===== config.mk =====
export PLATFORM = sky130hd
export DESIGN_NAME = column_drawer
export DESIGN_NICKNAME = d
export VERILOG_FILES = /design/src/rtl/doom58_pkg.sv /design/src/rtl/wall_span.sv /design/src/rtl/column_drawer.sv
export SDC_FILE = /design/constraint.sdc
export NUM_CORES = 1
export LEC_CHECK = 0
export ABC_CLOCK_PERIOD_IN_PS = 3000
export BUFFER_PORTS_ARGS = -buffer_cell sky130_fd_sc_hd__buf_4
export CAP_MARGIN = 10
export CELL_PAD_IN_SITES_DETAIL_PLACEMENT = 1
export CELL_PAD_IN_SITES_GLOBAL_PLACEMENT = 1
export CORE_MARGIN = 5
export CORE_UTILIZATION = 42
export DETAILED_ROUTE_END_ITERATION = 6
export MAX_ROUTING_LAYER = met4
export PLACE_DENSITY_LB_ADDON = 0.1
export SLEW_MARGIN = 0
export SYNTH_ARGS = -nofsm -noshare
export SYNTH_HDL_FRONTEND = slang
export SYNTH_SLANG_ARGS = --single-unit

===== constraint.sdc =====
create_clock -name clock -period 3 [get_ports clock]
set_input_delay 0.15 -clock clock [delete_from_list [all_inputs] [get_ports clock]]
set_output_delay 0.15 -clock clock [all_outputs]
set_load 0.03 [all_outputs]

===== src/rtl/doom58_pkg.sv =====
// Shared constants and types for the raycaster's drawing blocks.
package doom58_pkg;

  // Pixel grid of the VGA adapter. Column indices at or beyond SCREEN_W are off-screen.
  localparam logic [7:0] SCREEN_W = 8'd160;
  localparam logic [6:0] SCREEN_H = 7'd120;

  typedef logic [2:0] colour_t;

  typedef enum logic [1:0] {
    IDLE,
    DRAW,
    DONE
  } drawer_state_t;

  localparam colour_t DEFAULT_CEIL_COLOUR  = 3'b001;
  localparam colour_t DEFAULT_FLOOR_COLOUR = 3'b010;

  // Picks the colour of one row given the wall span.
  // An empty wall has bottom = top - 1, so no row lands inside it.
  function automatic colour_t pickColour(
    input logic [6:0] row,
    input logic [6:0] top,
    input logic [6:0] bottom,
    input colour_t    wallColour,
    input colour_t    ceilColour,
    input colour_t    floorColour
  );
    colour_t result;
    if (row < top) begin
      result = ceilColour;
    end else if (row > bottom) begin
      result = floorColour;
    end else begin
      result = wallColour;
    end
    return result;
  endfunction

endpackage


===== src/rtl/wall_span.sv =====
// Maps a requested wall height to the first and last wall rows of a column.
// Purely combinational so sprite and column renderers can share it.
module wall_span
  import doom58_pkg::*;
(
  input  logic [6:0] i_height,
  output logic [6:0] o_top,
  output logic [6:0] o_bottom
);

  logic [6:0] w_height;
  logic [6:0] w_top;

  // Clamp the height to the screen, then centre the wall vertically.
  // A zero height gives top = 60, bottom = 59: an empty span between ceiling and floor.
  always_comb begin
    w_height = (i_height > SCREEN_H) ? SCREEN_H : i_height;
    w_top    = (SCREEN_H - w_height) >> 1;
    o_top    = w_top;
    o_bottom = w_top + w_height - 7'd1;
  end

endmodule


===== src/rtl/column_drawer.sv =====
// Draws one full screen column per request: ceiling, centred wall slice, floor.
// Emits one pixel write per clock to the VGA adapter.
module column_drawer
  import doom58_pkg::*;
#(
  parameter colour_t CEIL_COLOUR  = DEFAULT_CEIL_COLOUR,
  parameter colour_t FLOOR_COLOUR = DEFAULT_FLOOR_COLOUR
)
(
  input  logic       clock,
  input  logic       reset,
  input  logic       req_valid,
  output logic       req_ready,
  input  logic [7:0] req_x,
  input  logic [6:0] req_height,
  input  logic [2:0] req_colour,
  output logic       busy,
  output logic       done,
  output logic [7:0] vga_x,
  output logic [6:0] vga_y,
  output logic [2:0] vga_colour,
  output logic       vga_write
);

  localparam logic [6:0] LAST_ROW = SCREEN_H - 7'd1;

  drawer_state_t r_state;
  logic [7:0]    r_x;
  logic [6:0]    r_row;
  logic [6:0]    r_top;
  logic [6:0]    r_bottom;
  colour_t       r_wallColour;
  logic          r_reqReady;
  logic          r_busy;
  logic          r_done;
  logic [7:0]    r_vgaX;
  logic [6:0]    r_vgaY;
  colour_t       r_vgaColour;
  logic          r_vgaWrite;

  logic [6:0]    w_top;
  logic [6:0]    w_bottom;
  logic [6:0]    w_nextRow;

  wall_span u_wallSpan (
    .i_height (req_height),
    .o_top    (w_top),
    .o_bottom (w_bottom)
  );

  assign w_nextRow = r_row + 7'd1;

  // Control FSM with registered outputs. Row 0 is presented on the cycle right after
  // acceptance, so its colour comes from the live span, not the latched one.
  always_ff @(posedge clock) begin
    if (reset) begin
      r_state      <= IDLE;
      r_x          <= '0;
      r_row        <= '0;
      r_top        <= '0;
      r_bottom     <= '0;
      r_wallColour <= '0;
      r_reqReady   <= 1'b1;
      r_busy       <= 1'b0;
      r_done       <= 1'b0;
      r_vgaX       <= '0;
      r_vgaY       <= '0;
      r_vgaColour  <= '0;
      r_vgaWrite   <= 1'b0;
    end else begin
      case (r_state)
        IDLE: begin
          r_done     <= 1'b0;
          r_vgaWrite <= 1'b0;
          if (req_valid && r_reqReady) begin
            r_x          <= req_x;
            r_wallColour <= req_colour;
            r_top        <= w_top;
            r_bottom     <= w_bottom;
            r_row        <= '0;
            r_reqReady   <= 1'b0;
            r_busy       <= 1'b1;
            if (req_x >= SCREEN_W) begin
              r_state <= DONE;
              r_done  <= 1'b1;
            end else begin
              r_state     <= DRAW;
              r_vgaWrite  <= 1'b1;
              r_vgaX      <= req_x;
              r_vgaY      <= '0;
              r_vgaColour <= pickColour(7'd0, w_top, w_bottom, req_colour,
                                        CEIL_COLOUR, FLOOR_COLOUR);
            end
          end
        end

        DRAW: begin
          if (r_row == LAST_ROW) begin
            r_state    <= DONE;
            r_vgaWrite <= 1'b0;
            r_done     <= 1'b1;
          end else begin
            r_row       <= w_nextRow;
            r_vgaWrite  <= 1'b1;
            r_vgaX      <= r_x;
            r_vgaY      <= w_nextRow;
            r_vgaColour <= pickColour(w_nextRow, r_top, r_bottom, r_wallColour,
                                      CEIL_COLOUR, FLOOR_COLOUR);
          end
        end

        DONE: begin
          r_state    <= IDLE;
          r_done     <= 1'b0;
          r_busy     <= 1'b0;
          r_reqReady <= 1'b1;
          r_vgaWrite <= 1'b0;
        end

        default: begin
          r_state    <= IDLE;
          r_done     <= 1'b0;
          r_busy     <= 1'b0;
          r_reqReady <= 1'b1;
          r_vgaWrite <= 1'b0;
        end
      endcase
    end
  end

  assign req_ready  = r_reqReady;
  assign busy       = r_busy;
  assign done       = r_done;
  assign vga_x      = r_vgaX;
  assign vga_y      = r_vgaY;
  assign vga_colour = r_vgaColour;
  assign vga_write  = r_vgaWrite;

endmodule


Yosys cells after proc, flatten, opt, wreduce, memory -nomap -nowiden. Index checks and enable logic that the tools add are counted.

Mux-type cells: 35. $add $sub $neg: 4. Order comparisons: 6. Equal/unequal tests: 6. Reduce and logical (&&, ||, !) cells: 8. Bitwise operators: 1.

Operator list (number): 2-to-1 mux 7 bit (5); one-hot mux 7 bit (2 select lines) (2); 2-to-1 mux 8 bit (3); 2-to-1 mux 3 bit (7); one-hot mux 8 bit (2 select lines) (1); >= comparator 8 bit, second input constant (1); 2-to-1 mux 1 bit (8); inequality test 2 bit, second input constant (4); one-hot mux 1 bit (2 select lines) (4); adder 6 x 7 -> 7 bit (1); adder 7 x 1 -> 7 bit, second input constant (1); == test 7 bit, second input constant (1); > comparator 1 x 7 -> 1 bit, first input constant (1); > comparator 7 bit (1); > comparator 7 bit, second input constant (1); < comparator 7 x 6 -> 1 bit (1); subtractor 7 x 1 -> 7 bit, second input constant (1); subtractor 7 bit, first input constant (1); < comparator 1 x 6 -> 1 bit, first input constant (1); 2-to-1 mux 2 bit (3); one-hot mux 3 bit (2 select lines) (1); AND reduction 2 bit (3); one-hot mux 2 bit (2 select lines) (1); AND reduction 4 bit (1); 6 further kinds (6).

Register bits after elaboration: 55. Output and inout bits: 22. Logic and storage cells: 73.

Depth between registers and ports, before layout. Gate-level depths: netlist (run 1).

Depth in word-level cells: 11. Depth in mapped cells: 16. Mapped depth without buffers: 15.

Hierarchy. A second synthesis (run 1) with hierarchy kept.

Cells, all modules: 386. Area total of the unflattened synthesis: 3026.7 µm².

Modules (own cells, without submodules): column_drawer (cells each 315, times used 1, area an instance 2541.2 µm²); wall_span (cells each 71, times used 1, area an instance 485.5 µm²).

Worst setup path before layout (run 1). No wires, ideal clock.

Kind: in2reg. Start: input port req_height[5]. End: register r_bottom[5]. Stages: 16. Data arrival time: 2.670 ns. Path slack: 0.260 ns. Buffers on the path: 1. Required time: 2.930 ns. Path through: buf_4 nand4_4 nand2_1 ha_1 inv_1 xnor2_2 inv_1 ha_1 inv_1 ha_1 fa_1 a21o_1 a21oi_1 xnor2_1 nand2_1 a21oi_1.

Cells in the longest elaborated chain, start to end: 5.

RTL lines: from (decl) (RTL line column_drawer.sv:15) `input logic [6:0] req_height,`; > comparator 7 bit (RTL line wall_span.sv:17) `w_height = (i_height > SCREEN_H) ? SCREEN_H : i_height;`; 2-to-1 mux 7 bit * (RTL line wall_span.sv:17); subtractor 7 bit (RTL line wall_span.sv:18) `w_top = (SCREEN_H - w_height) >> 1;`; adder 6 x 7 -> 7 bit * (RTL line wall_span.sv:20) `o_bottom = w_top + w_height - 7'd1;`; subtractor 7 x 1 -> 7 bit * (RTL line wall_span.sv:20); to (signal assigned) (RTL line column_drawer.sv:79) `r_bottom <= w_bottom;`; to (decl) (RTL line column_drawer.sv:31) `logic [6:0] r_bottom;`.

Every way passes the cells marked *; elsewhere a longest branch is shown, timed or not. A chain may end at the register's enable or synchronous reset.

Worst setup path after layout (run 1). Same ends and word-level chain as after synthesis.

==> flow_summary.toml, run 1 <==
[run_status]
outcome = "complete, no violations"

[sta]
hold_violations = 0
fin_crit_sh_pct = 89.9
skew_ns = 0.00352
fin_tns_setup_ns = 0
worst-slew-pin-transition_ns = 0.803
finalSetupViolations = 0
max_freq_ghz = 0.371
slew_viol_final = 0
hold_slack_ns = 0.0913
slew_headroom_pct = 46.4
period_needed_ns = 2.70
rsz0062_at_grt = "false"

[routing]
totalWireLength_mm = 8.33
dr.first_iter.drc_count = 118
drc = 0
dr.pass1.iters = 6
vias = 2748
wl_per_cell_um = 16.3
vias_per_cell = 5.38
antenna_left = 0

[cts]
ctsHoldBuffers = 0
cts_buffers = 5
clock_path_buffers = 2
cts-resized-gates = 0
cts-root-buf = "clkbuf_8"
postCtsSetupBuffers = 0
htree_num_levels = 2
cts.sinks = 55
path_clk_slew_ns = 0.10
cts_tree = "done"
clkLatencyLatePin_ns = 0.31

[yosys]
synth_xor_area_share_pct = 2.61
synthMuxAreaShare_pct = 0
yosys.area.top_type_share_pct = 37.1
yosys.area_share.simple_pct = 23.9
synth_seq_area_share_pct = 37.1
syn-num-nets = 416
syn_area_mm2 = 0.00297
ys_warn_count = 0
avgSynthCellArea_um2 = 7.96
synth_area_leaders = "dfxtp_1 (37%), nand2_1 (10%), ha_1 (8.9%), a21oi_1 (7.6%), nor2_1 (3.3%)"
synth-seq-cells = 55
synth_top_area_cell = "dfxtp_1"
synth_commonest_cells = "nand2_1 (81), dfxtp_1 (55), a21oi_1 (45), nor2_1 (26)"
async_flop_share_pct = 0
synth_compound_area_share_pct = 20.8
synthAdderAreaFrac_pct = 9.53
synth_flop_cell = "dfxtp_1"
yosysUniqueCellTypes = 55
synth_top_family_by_area = "simple AND/OR/NAND/NOR gates"
synth-edff-count = 0
synth_most_common_cell = "nand2_1"
syn-instance-count = 373

[critical_path]
cp-end-kind = "register"
startpoint_type = "primary input"
critPathTopFamily = "adder cells"
cp_slowest_stage_delay_ns = 0.41
r2r_cells = 10
crit_chain = "buf_4, nand4_4, nand2_1, ha_1, inv_1, xnor2_2, inv_1, ha_1, inv_1, ha_1, fa_1, a21o_1, a21oi_1, xnor2_1, nand2_1, a21oi_1"
worstPathRequired_ns = 3.25
reg2reg_slack_ns = 0.31
r2r_end = "vga_colour[1]"
crit_path_max_fanout = 10
cp_slowest_cell = "fa_1"
crit_buf_inv = 4
cp.arrival_ns = 2.95
reg2reg_from = "r_row[1]"
critical_path_class = "primary input to register"

[layout]
synthToLayoutAreaGrowth_pct = 18.8
diodes = 0
fin_nets = 457
drive_gt1_share_pct = 17.3
stdcell_count = 511

[min_path]
min_from = "req_x[1]"
min_path_cells = 3
whs_endpoint = "r_x[1]"
hold_class = "primary input to register"

[global_route]
grt_antenna_before_repair = 0
grt_usage_pct = 19.8
grt_overflow = 0
grt_pass1_wl_mm = 13.4
grt_pass1_vias = 2771
grt_start_max_net_pins = 57

[pwr]
leakage_uw = 0.00148
fin_total_pwr_uw = 1920
irDropWorstVdd_v = 0.000221
power_density_mw_per_mm2 = 546

[floorplan]
die_w_um = 94.1
dieArea_mm2 = 0.00885
rows = 30
start_util_pct = 43.4
die_h_um = 94.1
pin_count = 43
design.core.area_mm2 = 0.00683

[place]
dp_hpwl_mm = 6.35
dpl.cell_count = 503
gp_congestion = 0.907
portBuffers = 42

[run]
drv_cap = 0
==> registers in the layout, indices dropped and copies added, names as in the netlist <==
| name | count |
|---|---|
| r_x | 8 |
| vga_x | 8 |
| r_bottom | 7 |
| r_row | 7 |
| vga_y | 7 |
| r_top | 6 |
| r_wallColour | 3 |
| vga_colour | 3 |
| r_state | 2 |
| busy | 1 |
| done | 1 |
| req_ready | 1 |
| vga_write | 1 |
==> worst max path at each step <==
stage / start / to / slack, ns / cells past startpoint
floorplan: req_height[5] / r_bottom[5] / 0.26 / 16
global placement: req_height[5] / r_bottom[5] / 0.09 / 16
detailed placement: req_height[5] / r_bottom[5] / -0.04 / 16
CTS: req_height[5] / r_bottom[5] / 0.29 / 16
global route: r_row[1] / vga_colour[1] / 0.13 / 10
finish: req_height[5] / r_bottom[5] / 0.30 / 16
==> kinds of logic after synthesis <==
| group | after synthesis |
|---|---|
| AND/OR/NAND/NOR | 151 |
| AO/OA/AOI/OAI | 96 |
| flip-flops | 55 |
| buffers and inverters | 41 |
| adder cells (fa/ha/maj) | 22 |
| XOR/XNOR | 8 |
==> layout make-up <==
cell class	instances	area, um^2
Fill cell	867	3310
Sequential cell	55	1100
Timing Repair Buffer	54	405
Clock buffer	6	72.6
Inverter	21	78.8
Multi-Input combinational cell	277	1690
Clock inverter	2	60.1
Tap cell	96	120
==> metrics by stage <==
| step | utilization [%] | setup slack (ns) | instance area (um^2) |
|---|---|---|---|
| after floorplan | - | 0.260 | 2970 |
| after global routing | 51.6 | 0.126 | 3530 |
| after CTS | 51.6 | 0.287 | 3530 |
| final | 51.6 | 0.303 | 3530 |
| after detailed placement | 49.7 | -0.0381 | 3390 |
| after global placement | 49.7 | 0.0892 | 3390 |
==> worst reg2reg max path, cell delays in order, from the launching register on <==
cell,delay (ns)
dfxtp_1,0.37
ha_1,0.27
nand3_1,0.14
o21a_1,0.22
or2_2,0.32
ha_1,0.31
nand4_1,0.12
or2_2,0.32
o31a_1,0.13
o221ai_1,0.23
o311ai_2,0.14
==> metal layers <==
layer / vias to the layer above / track usage (%) / share of wire (%)
met3: 8 / 2.96 / 2.9
met1: 1329 / 23.3 / 44
met2: 34 / 35.7 / 52
met5: - / - / 0
met4: 0 / 4.21 / 0.91
li1: 1377 / - / -
==> cell usage in the layout, fill, tap and decap left out, drive strengths merged, types with 7 or more instances in the layout <==
cell	n
nand3	7
a211oi	7
nand2	82
ha	21
a311oi	8
buf	54
inv	21
nor2	26
a21oi	45
dfxtp	55
o21ai	10
==> power by group <==
part	switching, uW	leakage (uW)	internal [uW]
clock	255	0.0000654	334
sequential	33.2	0.000450	791
combinational	313	0.000960	197
Note: power is estimated with default switching activity, not from simulation.
==> run 2, diff against run 1 <==
CAP_MARGIN = 15   (was 10)
PLACE_DENSITY = 0.82   (was not set)
PLACE_DENSITY_LB_ADDON = not set   (was 0.1)
SLEW_MARGIN = 30   (was 0)
==> run 2 against run 1 <==
Combinational power barely moved; sequential share of layout area increased by 0.61 points; die area unchanged; sequential power about the same; register-to-register slack worse by 0.04 ns; clock power is 30% lower; clock-buffer cell count is the same; critical path depth fell by 6; utilization decreased by 0.99 points; first-iteration DRC count down 47%; flip-flop and latch count is the same; via count grew 0.47%.
==> flow_summary.toml, run 2 (synthesis results as in run 1) <==
[run_status]
outcome = "complete, no violations"

[cts]
clock_path_buffers = 2
cts-resized-gates = 0
cts_buffers = 5
postCtsSetupBuffers = 0
path_clk_slew_ns = 0.09
cts-root-buf = "clkbuf_8"
clkLatencyLatePin_ns = 0.30
cts.sinks = 55
htree_num_levels = 2
cts_tree = "done"
ctsHoldBuffers = 0

[floorplan]
pin_count = 43
start_util_pct = 43.4
dieArea_mm2 = 0.00885
design.core.area_mm2 = 0.00683
rows = 30
die_h_um = 94.1
die_w_um = 94.1

[place]
dp_hpwl_mm = 6.26
pre_cts_slack_ns = 0.0445
portBuffers = 42
gp_congestion = 0.882
dpl.cell_count = 500

[critical_path]
crit_buf_inv = 0
crit_chain = "ha_1, nand3_1, o21a_1, or2_2, ha_1, nand4_1, or2_2, o31a_1, o221ai_1, o311ai_2"
cp.arrival_ns = 2.91
critical_path_class = "register to register"
cp_slowest_cell = "dfxtp_1"
worstPathRequired_ns = 3.17
reg2reg_slack_ns = 0.27
startpoint_type = "register"
crit_path_max_fanout = 5
cp_slowest_stage_delay_ns = 0.37
cp-end-kind = "register"
critPathTopFamily = "simple AND/OR/NAND/NOR gates"

[layout]
fin_nets = 454
nFillCells = 864
drive_gt1_share_pct = 16.8
diodes = 0
stdcell_count = 507
synthToLayoutAreaGrowth_pct = 16.5
final_core_util_pct = 50.6
mostFrequentLayoutCells = "nand2_1 (81), dfxtp_1 (55), buf_4 (51)"
final_common_cell = "nand2_1"

[global_route]
grt_start_max_net_pins = 57
grt_usage_pct = 19.6
grt_pass1_vias = 2814
grt_overflow = 0
grt_antenna_before_repair = 0
grt_pass1_wl_mm = 13.4

[min_path]
hold_class = "primary input to register"

[pwr]
power.switching_uw = 579
internal_power_uw = 1170
leakage_uw = 0.00144
irDropWorstVdd_v = 0.000163
power.share.clock_pct = 23.5
sw_frac_of_total_pct = 33.1
p_seq_share_pct = 47.2
power_density_mw_per_mm2 = 506
pwr-share-comb_pct = 29.3

[routing]
vias = 2761
dr.pass1.iters = 5
totalWireLength_mm = 8.21
dr.first_iter.drc_count = 62
antenna_left = 0
drc = 0
vias_per_cell = 5.45
wl_per_cell_um = 16.2

[sta]
fin_crit_sh_pct = 91.1
skew_ns = 0.00412
fin_tns_setup_ns = 0
slew_viol_final = 0
slew_headroom_pct = 61.1
hold_violations = 0
worst-slew-pin-transition_ns = 0.583
setup_slack_ns = 0.266
rsz0062_at_grt = "false"
finalSetupViolations = 0
period_needed_ns = 2.73
max_freq_ghz = 0.366

[run]
drv_cap = 0
run 2: changes by cell type in the layout (fill, tap and decap cells not counted):
cell       before  now
buf_4          54   51
bufinv_16       2    0
clkbuf_1        1    0
clkbuf_8        5    6
clkinv_2        0    1
run 2: worst reg2reg max path: stages, from the launching register on:
cell and delay, ns:
dfxtp_1 0.37, ha_1 0.18, nand3_1 0.19, o21a_1 0.26, or2_2 0.33, ha_1 0.31
nand4_1 0.13, or2_2 0.33, o31a_1 0.14, o221ai_1 0.21, o311ai_2 0.14
run 2: per-stage QoR:
step	power [uW]	hold slack (ns)	instance area [um^2]
global placement	1330	0.409	3370
finish	1750	0.0965	3460
floorplan	1180	0.286	2970
global route	1850	0.104	3460
CTS	1770	0.0954	3460
detailed placement	1360	0.421	3370
run 2: metal layers:
layer / share of wire (%) / vias to the layer above / track usage (%)
met5: 0 / - / -
met4: 2.6 / 0 / 6.38
met3: 2.8 / 17 / 2.40
met2: 52 / 53 / 36.3
met1: 43 / 1322 / 21.7
li1: - / 1369 / -
run 2: path summary, 6_finish.rpt:
path	start	to	depth (start not counted)
max	r_row[1]	vga_colour[1]	10
min	req_colour[0]	r_wallColour[0]	3
max reg2reg	r_row[1]	vga_colour[1]	10
min reg2reg	vga_y[5]	vga_y[5]	2
run 2: final cells by class:
type	instances	area [um^2]	area share, %
multi-input combinational	277	1690	48.8
tap	96	120	3.47
clock inverter	1	5.00	0.145
timing repair buffer	51	383	11.1
inverter	21	78.8	2.28
sequential	55	1100	31.8
clock buffer	6	82.6	2.39
run 2: power groups by stage:
stage          Clock (uW)  Sequential (uW)  Combinational, uW
4_1_cts               422              826                519
2_1_floorplan           0              885                297
3_5_place_dp            0              842                513
3_3_place_gp            0              840                492
6_report              411              825                513
5_1_grt               451              833                569
